[config.mk]
export PLATFORM = sky130hd
export DESIGN_NAME = axil_arbiter_rr_rd
export DESIGN_NICKNAME = d
export VERILOG_FILES = /design/src/rtl/axil_arbiter_rr_rd.sv
export SDC_FILE = /design/constraint.sdc
export NUM_CORES = 1
export LEC_CHECK = 0
export BUFFER_PORTS_ARGS = -buffer_cell sky130_fd_sc_hd__buf_2
export CORE_AREA = 4 4 41 43
export DETAILED_ROUTE_END_ITERATION = 12
export DIE_AREA = 0 0 45 47
export PLACE_DENSITY = 0.41
export SYNTH_ARGS = -nofsm -noshare
export SYNTH_HDL_FRONTEND = slang
export SYNTH_SLANG_ARGS = --single-unit
[constraint.sdc]
create_clock -name aclk -period 1.35 [get_ports aclk]
set_input_delay 0.27 -clock aclk [delete_from_list [all_inputs] [get_ports aclk]]
set_output_delay 0.27 -clock aclk [all_outputs]
set_load 0.01 [all_outputs]
[src/rtl/axil_arbiter_rr_rd.sv]
// Round-robin arbiter for the AXI-Lite read path.
// Shares one slave read channel (AR/R) between NUMBER_MASTER masters. A grant
// is held from arbitration until the granted master's R handshake completes.
// The most recently served master has the lowest priority in the next search.
//
// State table:
//   IDLE | no grant; waits for any request
//   ARB  | searches requests for the next master after last_grant
//   BUSY | grant held until s_axil_rvalid && m_axil_rready[grant_rd]
//
// Ports:
//   aclk           clock, rising edge
//   aresetn        synchronous active-low reset
//   request_rd     per-master pending read (arvalid)
//   grant_rd       index of granted master, 0 when no grant
//   grant_valid    grant_rd selects the current owner
//   s_axil_rvalid  rvalid from the shared slave
//   m_axil_rready  rready from each master
module axil_arbiter_rr_rd #(
  parameter int NUMBER_MASTER = 2,
  parameter int GW            = $clog2(NUMBER_MASTER)
) (
  input  logic                     aclk,
  input  logic                     aresetn,
  input  logic [NUMBER_MASTER-1:0] request_rd,
  output logic [GW-1:0]            grant_rd,
  output logic                     grant_valid,
  input  logic                     s_axil_rvalid,
  input  logic [NUMBER_MASTER-1:0] m_axil_rready
);

  typedef enum logic [1:0] {
    IDLE = 2'd0,
    ARB  = 2'd1,
    BUSY = 2'd2
  } state_t;

  localparam logic [GW-1:0] LAST_RST = GW'(NUMBER_MASTER - 1);

  state_t        state;
  state_t        state_nxt;
  logic [GW-1:0] last_grant;
  logic [GW-1:0] last_grant_nxt;
  logic [GW-1:0] grant_nxt;
  logic          valid_nxt;

  logic          found_hi;
  logic          found_lo;
  logic [GW-1:0] pick_hi;
  logic [GW-1:0] pick_lo;
  logic [GW-1:0] pick;
  logic          found;
  logic          done;

  // Round-robin search without a modulo: the first requester above
  // last_grant wins; failing that, the first requester at or below it.
  // Only indices < NUMBER_MASTER are ever visited, so non-power-of-2
  // counts never produce an out-of-range grant.
  always_comb begin
    found_hi = 1'b0;
    found_lo = 1'b0;
    pick_hi  = '0;
    pick_lo  = '0;
    for (int j = 0; j < NUMBER_MASTER; j++) begin
      if (request_rd[j]) begin
        if (j > int'(last_grant)) begin
          if (!found_hi) begin
            found_hi = 1'b1;
            pick_hi  = GW'(j);
          end
        end else if (!found_lo) begin
          found_lo = 1'b1;
          pick_lo  = GW'(j);
        end
      end
    end
    found = found_hi | found_lo;
    pick  = found_hi ? pick_hi : pick_lo;
  end

  // Only the owner's rready can complete the transfer.
  assign done = s_axil_rvalid && m_axil_rready[grant_rd];

  always_comb begin
    state_nxt      = state;
    grant_nxt      = grant_rd;
    valid_nxt      = grant_valid;
    last_grant_nxt = last_grant;
    unique case (state)
      IDLE: begin
        if (|request_rd) state_nxt = ARB;
      end
      ARB: begin
        if (found) begin
          grant_nxt = pick;
          valid_nxt = 1'b1;
          state_nxt = BUSY;
        end else begin
          state_nxt = IDLE;
        end
      end
      BUSY: begin
        if (done) begin
          last_grant_nxt = grant_rd;
          grant_nxt      = '0;
          valid_nxt      = 1'b0;
          state_nxt      = IDLE;
        end
      end
      default: begin
        grant_nxt = '0;
        valid_nxt = 1'b0;
        state_nxt = IDLE;
      end
    endcase
  end

  always_ff @(posedge aclk) begin
    if (!aresetn) begin
      state       <= IDLE;
      grant_rd    <= '0;
      grant_valid <= 1'b0;
      last_grant  <= LAST_RST;
    end else begin
      state       <= state_nxt;
      grant_rd    <= grant_nxt;
      grant_valid <= valid_nxt;
      last_grant  <= last_grant_nxt;
    end
  end

endmodule

======== Word level (Yosys, flattened, before mapping) ========
Index checks and enable logic that the tools add are counted.
Widths: inputs -> output; s select.
word-level totals
  register bits ........................... 5
  bits of input ports ..................... 7
  output and inout bits ................... 2
  logic and storage cells ................. 39
operators by class
  order comparisons ....................... 2
  equality and inequality tests ........... 5
  mux-type cells .......................... 20
  bitwise gates (word level) .............. 2
  reductions and logical operators ........ 6
operators by type and width
  kind                count
  $mux 1              14
  $mux 2              3
  $ne 2x2->1 const B  3
  $pmux 1 s3          2
  $pmux 2 s3          1
  $reduce_and 2->1    2
  $reduce_and 3->1    1
  $eq 2x1->1 const B  1
  $eq 2x2->1 const B  1
  $logic_not 2->1     1
  $lt 1x2->1 const B  1
  $reduce_or 2->1     1
  $gt 1x1->1 const A  1
  $logic_and 1x1->1   1
  $not 1->1           1
  $or 1x1->1          1

======== Longest topological paths before layout ========
Gate-level depths: netlist of the first run.
  word-level depth ........................ 7
  gate-level depth with buffers ........... 3
  depth with buffers taken out ............ 3

======== Worst setup path before layout of the first run ========
Ideal clock, no wire load.
  path kind ............................... register to register
  start point ............................. reg grant_rd
  end point ............................... reg grant_valid
  setup time .............................. 0.120 ns
  arrival time ............................ 0.982 ns
  required time ........................... 1.230 ns
  path slack .............................. 0.249 ns
  cell stages (with the launch flop) ...... 4
  path buffers ............................ 0
  period minus slack after synthesis ...... 1.101 ns
  path through ............................ dfxtp_1 -> mux2i_1 -> o211a_1 -> o31a_1
between the ends
  word-level cells in the longest chain between the ends .. 5
ends and longest elaborated chain
  element                                    RTL line  RTL
  start, declared                            26        output logic [GW-1:0] grant_rd,
  start signal, assigned                     126       grant_rd <= grant_nxt;
  $mux 1 (not written as such) (2 in a row)  82        assign done = s_axil_rvalid && m_axil_rready[grant_rd];
  $logic_and 1x1->1                          82
  $ne 2x2->1 (no line)                       -
  $reduce_and 3->1 (no line)                 -
  end signal, assigned                       127       grant_valid <= valid_nxt;
  end, declared                              27        output logic grant_valid,
No other way between the ends. The select of a mux whose other input is x is not followed.
A chain may end at the register's enable or synchronous reset.

======== Final worst setup path of the first run ========
  start point ............................. reg grant_rd
  end point ............................... out grant_rd
No word-level cell between the ends.

==> impl_metrics.toml, run 1 <==
[cts]
cts_made_buffers = 3
cts_tree = "yes"
clock-sinks = 5
clkTransAtPathRegs_ns = 0.05
cts-resized-gates = 0
holdBufCountCts = 0
cts_setup_buffers = 0
clockRootBuffer = "clkbuf_4"
htreeDepth = 1
insertion_delay_ns = 0.25
cts_max_path_buffers = 2

[critical_path]
critPathLaunchType = "flop"
cp_cell_sequence = "buf_4, buf_2"
endpoint = "grant_rd"
r2r_end = "grant_rd"
rr_startpoint = "grant_rd"
endpoint_kind = "output port"
reg2reg_setup_slack_ns = 0.26
crit_required_ns = 1.08
worstSetupStartpoint = "grant_rd"
path_max_fanout = 3
crit_arrival_ns = 0.83
slowest_stage = "dfxtp_1"
reg2reg_depth = 3
max_stage_delay_ns = 0.34
crit_type = "flop to output port"

[synth]
ys_warn_count = 0
avgSynthCellArea_sq_um = 9.03
synth_cell_type_count = 20
synthCells = 28
synth-seq-area-share_pct = 39.6
syn_nets = 35
ys_ff_latch = 5
syn-cell-area_sq_um = 253

[status]
run_status = "finished clean"

[timing]
hold_violations = 0
slew_viol_final = 0
tns_ns = 0
hold_slack_ns = 0.261
fin_crit_ns = 1.10
finClkSkew_ns = 0.00395
fmax_mhz = 908
setup_violations = 0
rsz0062_at_grt = "no"
slew_headroom_pct = 82.7
post-route-period-util_pct = 81.6
max_slew.worst_pin.slew_ns = 0.252

[drt]
num_vias = 263
post-route-drc-count = 0
avgRoutedWirePerCell_microns = 10.5
drtIter0Drc = 7
vias_per_cell = 4.70
drt_wl_total_microns = 590
dr.pass1.iters = 4
postRouteAntennaNets = 0

[floorplan]
die_y_microns = 47
initial_core_util_pct = 19.4
fp-row-count = 13
ios = 9
dieWidth_microns = 45
core_sq_mm = 0.00130
die_area_sq_mm = 0.00212

[final_layout]
num-nets-final = 49
fin_util_pct = 26.5
fin_area_sq_um = 345
layout-drive-gt1-share_pct = 34.1
diodes = 0
area_delta_synth_final_pct = 36.6

[placement]
dpl.hpwl_microns = 458
place_area_sq_um = 319
gp_congestion = 0.739
portBuffers = 8

[pwr]
ir_drop_uv = 434
leakagePower_nw = 0.154
power.density_mw_per_mm2 = 1300
total_power_mw = 0.447

[global_route]
grt_max_degree = 9
grt_overflow = 0
grt_pass1_vias = 276
grt_usage_pct = 7.52
antenna_found_initial = 0
grt_pass1_wl_mm = 1.09

[hold_path]
hold_path.class = "input pin to flop"

[run]
maxCapViolations = 0
## metrics by stage
step,worst slack [ns],instances
floorplan,0.249,28
global placement,0.261,52
detailed placement,0.246,52
CTS,0.227,56
global route,0.164,56
finish,0.249,56
## placed cells by master (no fill, tap or decap)
| master | n |
|---|---|
| inv_1 | 2 |
| o21ai_0 | 1 |
| nor2_1 | 2 |
| nand3_1 | 1 |
| nand3b_1 | 1 |
| nand2b_1 | 1 |
| a21oi_1 | 1 |
| clkbuf_4 | 3 |
| nor4_1 | 1 |
| nand4_1 | 1 |
| clkbuf_1 | 1 |
| nand2_1 | 1 |
| buf_4 | 1 |
| nor2b_1 | 2 |
| a221oi_2 | 1 |
| o2bb2ai_1 | 1 |
| buf_2 | 8 |
| dfxtp_1 | 5 |
| inv_2 | 1 |
| mux2i_1 | 1 |
| a221o_1 | 1 |
| o31a_1 | 2 |
| o211a_1 | 1 |
| nor3_1 | 1 |
## area by class of cell
type	instances	area, sq um
Multi-Input combinational cell	20	141
Timing Repair Buffer	9	47.5
Clock buffer	4	26.3
Inverter	3	11.3
Sequential cell	5	100
Fill cell	154	956
Tap cell	15	18.8
## cell families (layout without fill, tap and decap cells)
| group | count (synthesis) | count (layout) | synth area share (%) |
|---|---|---|---|
| AND/OR/NAND/NOR | 11 | 11 | 23.8 |
| AO/OA/AOI/OAI | 8 | 8 | 28.2 |
| flip-flops | 5 | 5 | 39.6 |
| multiplexers | 1 | 1 | 3.96 |
| buffers and inverters | 3 | 16 | 4.46 |
## metal layers
metal | up-vias | track usage [%] | part of all wire [%]
met3 | 2 | 7.66 | 12
met5 | - | 0 | 0
met1 | 115 | 8.01 | 45
met2 | 13 | 10.5 | 43
met4 | 0 | 1.75 | 0.68
li1 | 133 | - | -
## cells in the mapped netlist, drive strengths merged
library cell  number  area (sq um)
nor2               2          7.51
o31a               2          17.5
a221o              1          10.0
nor3               1          5.00
inv                3          11.3
o211a              1          10.0
o2bb2ai            1          8.76
nand4              1          6.26
o21ai              1          5.00
nand3              1          5.00
nand2b             1          6.26
a21oi              1          5.00
mux2i              1          10.0
nand3b             1          7.51
nor2b              2          12.5
a221oi             1          15.0
nor4               1          6.26
dfxtp              5           100
nand2              1          3.75
## worst min path at each step
stage	from	slack [ns]	endpoint	depth (start not counted)
final	aresetn	0.26	last_grant	2
after global routing	aresetn	0.26	last_grant	2
after CTS	aresetn	0.25	last_grant	2
after detailed placement	last_grant	0.51	last_grant	2
after global placement	last_grant	0.49	last_grant	2
after floorplan	aresetn	0.34	last_grant	1
## power breakdown
group          switching, mW  leakage [nW]  internal, mW  total [mW]
Sequential            0.0168        0.0413         0.164       0.181
Clock                 0.0673        0.0150         0.112       0.179
Combinational         0.0406        0.0979        0.0461      0.0867
## registers in the layout (all words and copies together) (netlist names)
signal / cells
state: 2
last_grant: 1
grant_rd: 1
grant_valid: 1
## worst max-delay path, delay by kind of cell, from the launching register on
kind	cells	cell delay (ns)
buffers and inverters	2	0.25
DFF	1	0.34
Power figures use the tool's default switching activity.
==> run 2: changes to the inputs <==
ABC_AREA = 1   (was unset)
PLACE_DENSITY = 0.39   (was 0.41)
clock period = 0.9 ns   (was 1.35 ns; I/O delays follow)
==> run 2 against run 1 <==
Against the previous run: the run now ends with negative setup slack left; synthesized area fell by 13%; design area rose by 4.0%; worst hold slack got worse by 0.0069 ns; critical path depth did not move; synthesized cell count rose by 14%; non-clock buffer count rose by 1; critical path type unchanged; highest routed layer is now met3.
==> impl_metrics.toml, run 2 <==
[status]
run_status = "complete, but fails checks"
failed_checks = "negative setup slack"

[critical_path]
critPathLaunchType = "flop"
endpoint_kind = "output port"
crit_arrival_ns = 0.79
crit_type = "flop to output port"
reg2reg_setup_slack_ns = -0.03
crit_required_ns = 0.72
path_max_fanout = 3
worstSetupStartpoint = "grant_rd"
rr_startpoint = "state[1]"

[placement]
portBuffers = 8
gp_congestion = 0.661
dpl.hpwl_microns = 446
place_area_sq_um = 295

[final_layout]
num-nets-final = 54
layout_commonest_cell = "buf_2"
largest-register = "state"
fin_area_sq_um = 359
n_fill_cell = 165
layout-drive-gt1-share_pct = 56.5
area_delta_synth_final_pct = 63.1
multi_input_comb_area_sq_um = 121
fin_util_pct = 27.6
largest_reg_flops = 2
diodes = 0
mostFrequentLayoutCells = "7 x buf_2, 4 x inv_1, 4 x nand2_1, 4 x dfxtp_2"
seq_area_sq_um = 105

[synth]
yosys.area.top_type = "dfxtp_1"
ys_ff_latch = 5
synthArstFlopShare_pct = 0
syn_nets = 39
ys_warn_count = 0
syn-cell-area_sq_um = 220
synth_cell_type_count = 11
synth-seq-area-share_pct = 45.5
yosysMostFrequentCell = "nand2_1"
synthCells = 32
synthTopCellsByCount = "7 x nand2_1, 5 x dfxtp_1, 5 x inv_1"
synth_flop_cell = "dfxtp_1"
synth_top_area_share_pct = 45.5
synth.area.top_cells = "dfxtp_1 45%, nand2_1 12%, a21oi_1 9.1%"
synth_edf_count = 0
avgSynthCellArea_sq_um = 6.88

[global_route]
grt_max_degree = 6
antenna_found_initial = 0
grt_usage_pct = 7.13
grt_overflow = 0
grt_pass1_wl_microns = 993
grt_pass1_vias = 249

[drt]
dr.pass1.iters = 3
num_vias = 249
drt_wl_total_microns = 566
postRouteAntennaNets = 0
avgRoutedWirePerCell_microns = 9.28
vias_per_cell = 4.08
drtIter0Drc = 2
post-route-drc-count = 0

[cts]
cts_tree = "yes"
htreeDepth = 1
clockRootBuffer = "clkbuf_4"
cts_setup_buffers = 0
insertion_delay_ns = 0.24
clkTransAtPathRegs_ns = 0.04
cts_made_buffers = 3
clock-sinks = 5
cts_max_path_buffers = 2
holdBufCountCts = 0

[timing]
fmax_mhz = 1040
hold_violations = 0
finClkSkew_ns = 0.00308
post-route-period-util_pct = 107
setup_violations = 3
slew_viol_final = 0
max_slew.worst_pin.slew_ns = 0.230
slew_headroom_pct = 84.5
rsz0062_at_grt = "yes"
fin_crit_ns = 0.965
setup_slack_ns = -0.0650

[pwr]
p_sw_share_pct = 25.2
combinationalPowerShare_pct = 17.0
p_int_mw = 0.456
ir_drop_uv = 873
power.density_mw_per_mm2 = 1700
p_clk_share_pct = 41.3
p_sw_mw = 0.153
seq_power_share_pct = 41.7
leakagePower_nw = 0.160

[hold_path]
hold_start = "s_axil_rvalid"
hold_path.class = "input pin to flop"

[run]
maxCapViolations = 0

[floorplan]
dieWidth_microns = 45
die_area_sq_mm = 0.00212
fp-row-count = 13
initial_core_util_pct = 16.9
ios = 9
die_y_microns = 47
core_sq_mm = 0.00130
## run 2: cell types whose count changed after synthesis, sizes merged, moves of 2 or more
cell	change
nand2	+6
o31a	-2
a21oi	+3
o21ai	+2
nor2b	-2
inv	+3
## run 2: routing by layer
metal	up-vias	part of all wire (%)	global-route usage (%)	wire length, microns
li1	131	-	-	-
met1	114	41	8.01	234
met2	4	51	9.60	291
met3	0	7.1	6.90	40
met4	0	0	1.75	0
met5	-	0	0	0
## run 2: cell families after synthesis
kind of cell | count (synthesis) | synth area share [%]
buf+inv | 6 | 10.2
flops | 5 | 45.5
compound gates | 7 | 15.9
simple gates | 14 | 28.4
## run 2: path summary, 6_finish.rpt
check | cells after the start | to
worst max-delay path | 2 | grant_rd
worst max register to register | 5 | last_grant
worst min-delay path | 3 | last_grant
worst min register to register | 1 | state[0]
## run 2: what timing repair did
item | CTS | global route
pin swaps | 0 | 3
resized for setup | 6 | 10
endpoints found under the setup margin | 5 | 6
## run 2: layout make-up
| class | count | area share, % |
|---|---|---|
| sequential | 5 | 29.3 |
| multi-input combinational | 21 | 33.8 |
| clock buffer | 4 | 7.32 |
| inverter | 6 | 6.27 |
| tap | 15 | 5.23 |
| timing repair buffer | 10 | 18.1 |
## run 2: critical path, stage by stage (launching register included)
cell and delay [ns]:
dfxtp_2 0.33, buf_6 0.11, buf_6 0.11
## run 2: metrics by stage
step,setup TNS [ns],instances,worst slack [ns],hold slack [ns],power (mW)
after floorplan,0,32,0.0331,0.337,0.296
after global placement,-0.0732,57,-0.0254,0.455,0.334
after detailed placement,-0.0377,57,-0.0345,0.454,0.334
after CTS,-0.100,61,-0.0731,0.224,0.606
after global routing,-0.448,61,-0.0962,0.257,0.665
final,-0.0987,61,-0.0650,0.254,0.610
## run 2: power by group through the flow
| stage | registers (mW) | logic, mW | clock network, mW |
|---|---|---|---|
| after global routing | 0.258 | 0.119 | 0.288 |
| after detailed placement | 0.253 | 0.0806 | 0 |
| after CTS | 0.252 | 0.0878 | 0.267 |
| after floorplan | 0.254 | 0.0418 | 0 |
| final | 0.254 | 0.104 | 0.252 |
| after global placement | 0.253 | 0.0808 | 0 |
